<file path="config.mk">
export PLATFORM = sky130hd
export DESIGN_NAME = btn_event_ctrl
export DESIGN_NICKNAME = d
export VERILOG_FILES = /design/src/rtl/btn_event_ctrl.sv
export SDC_FILE = /design/constraint.sdc
export NUM_CORES = 1
export LEC_CHECK = 0
export CORE_ASPECT_RATIO = 1.75
export CORE_UTILIZATION = 50
export CTS_CLUSTER_SIZE = 40
export DETAILED_ROUTE_END_ITERATION = 10
export PLACE_DENSITY = 0.83
export SYNTH_ARGS = -nofsm -noshare
export SYNTH_HDL_FRONTEND = slang
export SYNTH_SLANG_ARGS = --single-unit
</file>
<file path="constraint.sdc">
create_clock -name clk -period 2.8 [get_ports clk]
set_clock_uncertainty 0.15 [all_clocks]
set_input_delay 0.56 -clock clk [delete_from_list [all_inputs] [get_ports clk]]
set_output_delay 0.56 -clock clk [all_outputs]
set_load 0.005 [all_outputs]
</file>
<file path="src/rtl/btn_event_ctrl.sv">
// btn_event_ctrl: turns a debounced button level into press / release /
// long-press (and optionally auto-repeat) events, with sticky W1C pending
// flags, a maskable level interrupt and a wrapping press counter.
// Optional feature macro: BTN_REPEAT_EN (auto-repeat while HELD).
module btn_event_ctrl #(
  parameter int LONG_CYCLES   = 25_000_000,
  parameter int REPEAT_CYCLES = 5_000_000,
  parameter int CNT_W         = 8,
  parameter int TMR_W         = 32
) (
  input  logic             clk,
  input  logic             rst,
  input  logic             btn_debounced,
  output logic             press_pulse,
  output logic             release_pulse,
  output logic             long_pulse,
  output logic             repeat_pulse,
  output logic             held,
  output logic [2:0]       pending,
  input  logic [2:0]       pend_clr,
  input  logic [2:0]       irq_en,
  output logic             irq,
  output logic [CNT_W-1:0] press_count,
  input  logic             cnt_clr
);

  typedef enum logic [1:0] {
    S_LOCKOUT = 2'd0,
    S_IDLE    = 2'd1,
    S_PRESS   = 2'd2,
    S_HELD    = 2'd3
  } state_t;

  // Terminal timer values; the timer starts at 0 on state entry.
  localparam logic [TMR_W-1:0] LONG_LAST = TMR_W'(LONG_CYCLES - 1);
  localparam logic [TMR_W-1:0] REP_LAST  = TMR_W'(REPEAT_CYCLES - 1);

  state_t             state_q, state_d;
  logic               btn_prev_q;
  logic [TMR_W-1:0]   timer_q, timer_d;
  logic               press_q, press_d;
  logic               release_q, release_d;
  logic               long_q, long_d;
  logic               repeat_q, repeat_d;
  logic [2:0]         pending_q, pending_d;
  logic [CNT_W-1:0]   count_q, count_d;
  logic               rise, fall, inc;

  assign rise = btn_debounced & ~btn_prev_q;
  assign fall = ~btn_debounced & btn_prev_q;

`ifndef BTN_REPEAT_EN
  // Repeat period is only meaningful with auto-repeat built in.
  logic unused_rep;
  assign unused_rep = ^REP_LAST;
`endif

  // Next-state and event decode; a fall always beats any timer threshold.
  always_comb begin
    state_d   = state_q;
    timer_d   = timer_q;
    press_d   = 1'b0;
    release_d = 1'b0;
    long_d    = 1'b0;
    repeat_d  = 1'b0;
    case (state_q)
      S_LOCKOUT: begin
        // A button held through reset must be seen low before it can count.
        if (!btn_debounced) state_d = S_IDLE;
      end
      S_IDLE: begin
        if (rise) begin
          state_d = S_PRESS;
          timer_d = '0;
          press_d = 1'b1;
        end
      end
      S_PRESS: begin
        if (fall) begin
          state_d   = S_IDLE;
          release_d = 1'b1;
        end else if (timer_q == LONG_LAST) begin
          state_d = S_HELD;
          long_d  = 1'b1;
          timer_d = '0;
        end else begin
          timer_d = timer_q + TMR_W'(1);
        end
      end
      S_HELD: begin
        if (fall) begin
          state_d   = S_IDLE;
          release_d = 1'b1;
        end
`ifdef BTN_REPEAT_EN
        else if (timer_q == REP_LAST) begin
          repeat_d = 1'b1;
          timer_d  = '0;
        end else begin
          timer_d = timer_q + TMR_W'(1);
        end
`endif
      end
      default: state_d = S_LOCKOUT;
    endcase
  end

  // Flags and counter see the same-edge pulses, so a set beats a clear.
  always_comb begin
    inc       = press_d | repeat_d;
    pending_d = (pending_q & ~pend_clr) | {long_d, release_d, inc};
    if (cnt_clr) begin
      count_d = inc ? CNT_W'(1) : '0;
    end else begin
      count_d = count_q + {{(CNT_W-1){1'b0}}, inc};
    end
  end

  // State, timer, registered pulses, flags and counter.
  always_ff @(posedge clk) begin
    if (rst) begin
      state_q    <= S_LOCKOUT;
      btn_prev_q <= 1'b0;
      timer_q    <= '0;
      press_q    <= 1'b0;
      release_q  <= 1'b0;
      long_q     <= 1'b0;
      repeat_q   <= 1'b0;
      pending_q  <= '0;
      count_q    <= '0;
    end else begin
      state_q    <= state_d;
      btn_prev_q <= btn_debounced;
      timer_q    <= timer_d;
      press_q    <= press_d;
      release_q  <= release_d;
      long_q     <= long_d;
      repeat_q   <= repeat_d;
      pending_q  <= pending_d;
      count_q    <= count_d;
    end
  end

  assign press_pulse   = press_q;
  assign release_pulse = release_q;
  assign long_pulse    = long_q;
  assign repeat_pulse  = repeat_q;
  assign held          = (state_q == S_HELD);
  assign pending       = pending_q;
  assign irq           = |(pending_q & irq_en);
  assign press_count   = count_q;

endmodule

</file>
### Word-level counts from Yosys, hierarchy flattened

Cells that the tools add are included.

* word-level logic and storage cells: 52
* input bits: 10
* output and inout port bits: 17
* flip-flop bits (word level): 49

* add/sub/neg operators: 2
* bitwise gates (word level): 8
* multiplexer cells: 19
* equality and inequality tests: 9
* reductions and logical operators: 6

Operators with widths (count)
* $mux W32: 3
* $pmux W32 S2: 1
* $add A32 B1 Y32 const B: 1
* $eq A32 B25 Y1 const B: 1
* $mux W2: 5
* $add A8 B1 Y8: 1
* $mux W1: 8
* $mux W8: 1
* $pmux W2 S4: 1
* $and A3 B3 Y3: 2
* $ne A2 B2 Y1 const B: 3
* $eq A2 B2 Y1 const B: 2
* $reduce_and A4 Y1: 1
* $ne A3 B3 Y1 const B: 1
* $not A3 Y3: 1
* $or A3 B3 Y3: 1
* $reduce_and A3 Y1: 1
* $reduce_or A3 Y1: 1
* $and A1 B1 Y1: 2
* $eq A2 B1 Y1 const B: 1
* $logic_not A2 Y1: 1
* $ne A2 B1 Y1 const B: 1
* $not A1 Y1: 2
* $reduce_bool A2 Y1: 1
* $reduce_or A2 Y1: 1

### Depth between registers and ports, before layout

Gate-level depths: netlist of the first run.

* depth after elaboration: 6
* mapped depth: 10
* mapped depth without buffers: 10

### Worst setup path before layout of the first run

No wires, ideal clock.

* path kind: register to register
* start: register timer_q[0]
* end: register timer_q[14]
* library setup time: 115 ps
* data arrival time: 1796 ps
* cell stages (with the launch flop): 8
* slack: 739 ps
* buffers on the path: 1
* period minus slack after synthesis: 2061 ps
* data required time: 2535 ps
* cells stage by stage: dfxtp_1 > ha_1 > nand3_2 > or3_1 > o31a_4 > o21bai_4 > buf_6 > nor2_1

* cells in the longest elaborated chain, start to end: 4
* elaborated cells between the ends (all ways): 5
* those cells by class: 1 x add/sub; 1 x eq/ne; 3 x mux

RTL lines
* start: declaration: line 40 `logic [TMR_W-1:0] timer_q, timer_d;`
* start signal: assignment: line 134 `timer_q <= timer_d;`
* $add A32 B1 Y32 / $eq A32 B25 Y1 (equally long branches): line 87, 82
* $mux W32 *: line 82 `end else if (timer_q == LONG_LAST) begin`
* $mux W32 *: line 79 `if (fall) begin`
* $pmux W32 S2 *: line 66 `case (state_q)`

Mark *: on every way between the ends. The rest lies on a longest branch, timed or not. The select of a mux whose other input is x is not followed.
A chain may end at the register's enable or synchronous reset.

### Worst setup path after layout of the first run

* start: input port irq_en[0]
* end: output port irq

* cells in the longest elaborated chain, start to end: 2

RTL lines
* start: declaration: line 21 `input logic [2:0] irq_en,`
* $and A3 B3 Y3: line 150 `assign irq = |(pending_q & irq_en);`
* $reduce_or A3 Y1: line 150
* end: declaration: line 22 `output logic irq,`

No other way between the ends.

==> impl_metrics.json, run 1 <==
{
  "status": "completed",
  "hold_viol_final": 0,
  "ys_warn_count": 0,
  "cpMostUsedCell": "clkdlybuf4s50_1",
  "worst_pin_slew_ns": 0.6236,
  "slew_headroom": 0.5804,
  "fin_util": 0.5998,
  "rsz0062_at_grt": "no",
  "ff_latch_area_um2": 980.9,
  "synth_top_area_share": 0.3793,
  "diodes": 0,
  "initial_core_util": 0.5196,
  "placed_cell_area_mm2": 0.002848,
  "dr.pass1.iters": 4,
  "period_share": 0.9099,
  "clk_latency_ns": 0.31,
  "multiInputGateArea_mm2": 0.001485,
  "num_rows": 34,
  "post_cts_buffers": 0,
  "crit_required_ns": 2.09,
  "grt_overflow": 0,
  "cts_made_buffers": 5,
  "antenna_found_initial": 0,
  "r2r_cells": 6,
  "crit_chain": "clkdlybuf4s50_1, a222oi_1, inv_1, clkdlybuf4s50_1",
  "clk_pin_slew_ns": 0.10,
  "routed_wl_mm": 6.112,
  "rrSetupSlack_ns": 0.27,
  "cp.arrival_ns": 1.84,
  "path_delay_family": "buffers and inverters",
  "cts_max_level": 2,
  "cp-end-kind": "primary output",
  "tns_ns": 0,
  "drive_gt1_frac": 0.06991,
  "drc": 0,
  "wl_per_cell_um": 15.96,
  "ctsHoldBuffers": 0,
  "final_area_mm2": 0.002985,
  "max_stage_delay_ns": 0.45,
  "cts.path.max_buffers": 2,
  "clock.fmax_mhz": 392.5,
  "cellPowerDensity_mw_per_mm2": 553.4,
  "vdd_ir_drop_max_mv": 0.6204,
  "hpwl_mm": 4.432,
  "dieArea_mm2": 0.005475,
  "timing.rr.start": "timer_q[0]",
  "synth_ff_type": "dfxtp_1",
  "core_area_mm2": 0.004977,
  "nFillCells": 418,
  "whs_endpoint": "pending[1]",
  "io_buffers": 25,
  "setup_violations": 0,
  "yosysTopAreaCell": "dfxtp_1",
  "grt_pass1_vias": 2316,
  "wl_met1_mm": 2.135,
  "syn2layout_area_growth_pct": 15.43,
  "ys_types": 51,
  "hold_class": "reg2reg",
  "die_h_um": 97.14,
  "maxCapViolCount": 0,
  "gp_congestion": 0.8774,
  "route.met3.wl_um": 313,
  "cts_num_sinks": 49,
  "ios": 27,
  "crit_buf_inv": 3,
  "synth-seq-cells": 49,
  "vias": 2378,
  "synthesis.area_mm2": 0.002586,
  "power_leakage_nw": 0.9974,
  "synth-seq-area-share": 0.3793,
  "drtIter0Drc": 123,
  "top_layer": "met4",
  "final_max_slew_viol_count": 0,
  "rr_endpoint": "timer_q[2]",
  "ant_nets": 0,
  "worstSetupPathType": "in2out",
  "hold_depth": 1,
  "async_reset_ff_frac": 0,
  "grt.total_usage": 0.2352,
  "cpMaxStageDelayCell": "clkdlybuf4s50_1",
  "tritoncts": "done",
  "cts-root-buf": "clkbuf_8",
  "synth_cells": 305,
  "syn_avg_cell_area_um2": 8.479,
  "critPathLaunchType": "input port",
  "synth_nets": 322,
  "ys_top_cells_by_area": "dfxtp_1, nor2_1, xnor2_1, nand4_1, xor2_1",
  "cts_resized": 0,
  "nets": 345,
  "dr_wl_met2_mm": 3.421,
  "viasPerCell": 6.209,
  "grt_start_max_net_pins": 26,
  "die_w_um": 56.37,
  "grt_pass1_wl_mm": 10.25,
  "synth_edf_count": 0,
  "post-route-min-period_ns": 2.548,
  "hold_start": "pending[1]",
  "worstPathMaxFanout": 1
}
-- area by class of cell --
cell class	count	area share
flip-flops and latches	49	0.3286
multi-input cells	234	0.4975
repair buffers	29	0.09388
inverters	9	0.01132
clock buffers	5	0.02305
clock inverters	3	0.02305
well taps	54	0.02263
-- sequential cells by signal, indices dropped and copies added, names as in the netlist --
register / cells
btn_prev_q: 1
state_q: 2
timer_q: 32
press_count: 8
long_pulse: 1
pending: 3
press_pulse: 1
release_pulse: 1
-- report_power, final --
group	switching, mW	internal (mW)	leakage [nW]
Clock	0.248	0.360	0.0687
Combinational	0.187	0.120	0.533
Sequential	0.0204	0.717	0.395
-- worst max path at each step --
stage,from,cells past startpoint,end
2_1_floorplan,timer_q[0],7,timer_q[14]
3_3_place_gp,btn_debounced,8,timer_q[20]
3_5_place_dp,btn_debounced,7,timer_q[2]
4_1_cts,irq_en[0],4,irq
5_1_grt,timer_q[0],6,timer_q[20]
6_report,irq_en[0],4,irq
-- kinds of logic (layout without fill, tap and decap cells) --
kind of cell / count (synthesis) / after routing / share of synthesized area
fa+ha+maj: 7 / 7 / 0.03386
buf+inv: 22 / 46 / 0.04644
compound gates: 33 / 33 / 0.09919
xor+xnor: 26 / 26 / 0.08805
other cells: 1 / 1 / 0.001450
simple gates: 164 / 164 / 0.3396
flops: 49 / 49 / 0.3793
mux: 3 / 3 / 0.01209
-- cell usage after synthesis, types with 3 or more instances --
cell type / number
a21oi_1: 5
a31oi_1: 10
a41oi_1: 3
and2_1: 3
and3_1: 5
and4_1: 4
buf_6: 4
clkbuf_1: 5
dfxtp_1: 49
ha_1: 7
inv_1: 8
nand2_1: 20
nand2b_1: 7
nand3_1: 18
nand3b_1: 6
nand4_1: 19
nor2_1: 45
nor3_1: 11
nor4_1: 7
nor4b_1: 5
o21ai_0: 4
xnor2_1: 14
xor2_1: 12
-- cell usage in the layout, fill, tap and decap left out, drive strengths merged, types with 4 or more instances in the layout --
cell type / synthesis / final
xnor2: 14 / 14
and3: 5 / 5
nand3b: 6 / 6
clkbuf: 6 / 5
nand2: 20 / 20
a31oi: 11 / 11
nor3: 12 / 12
nor2: 45 / 45
and4: 4 / 4
a21oi: 5 / 5
clkdlybuf4s50: 0 / 25
inv: 9 / 10
nor4b: 5 / 5
nand2b: 7 / 7
nor4: 7 / 7
buf: 7 / 4
o21ai: 4 / 4
nand4: 19 / 19
dfxtp: 49 / 49
xor2: 12 / 12
nand3: 19 / 19
ha: 7 / 7
-- through the flow --
stage          total power [mW]  hold slack, ns  instances  setup slack (ns)
2_1_floorplan            0.9834          0.2891        305            0.7393
3_3_place_gp              1.039          0.3199        375            0.2024
3_5_place_dp              1.051          0.3210        375            0.1441
4_1_cts                   1.663          0.3427        383            0.2441
5_1_grt                   1.727          0.3718        383            0.1061
6_report                  1.652          0.3405        383            0.2523
-- layer usage --
layer / global-route usage / vias to the layer above
met3: 0.04128 / 24
met4: 0.1257 / 0
met1: 0.2285 / 1127
met5: 0 / -
met2: 0.4505 / 92
li1: - / 1135
Note: power is estimated with default switching activity, not from simulation.
==> run 2: changes to the inputs <==
- ABC_CLOCK_PERIOD_IN_PS: default -> 2800
==> results of run 2 <==
No change in the layout: final DEF, timing and power equal those of run 1.
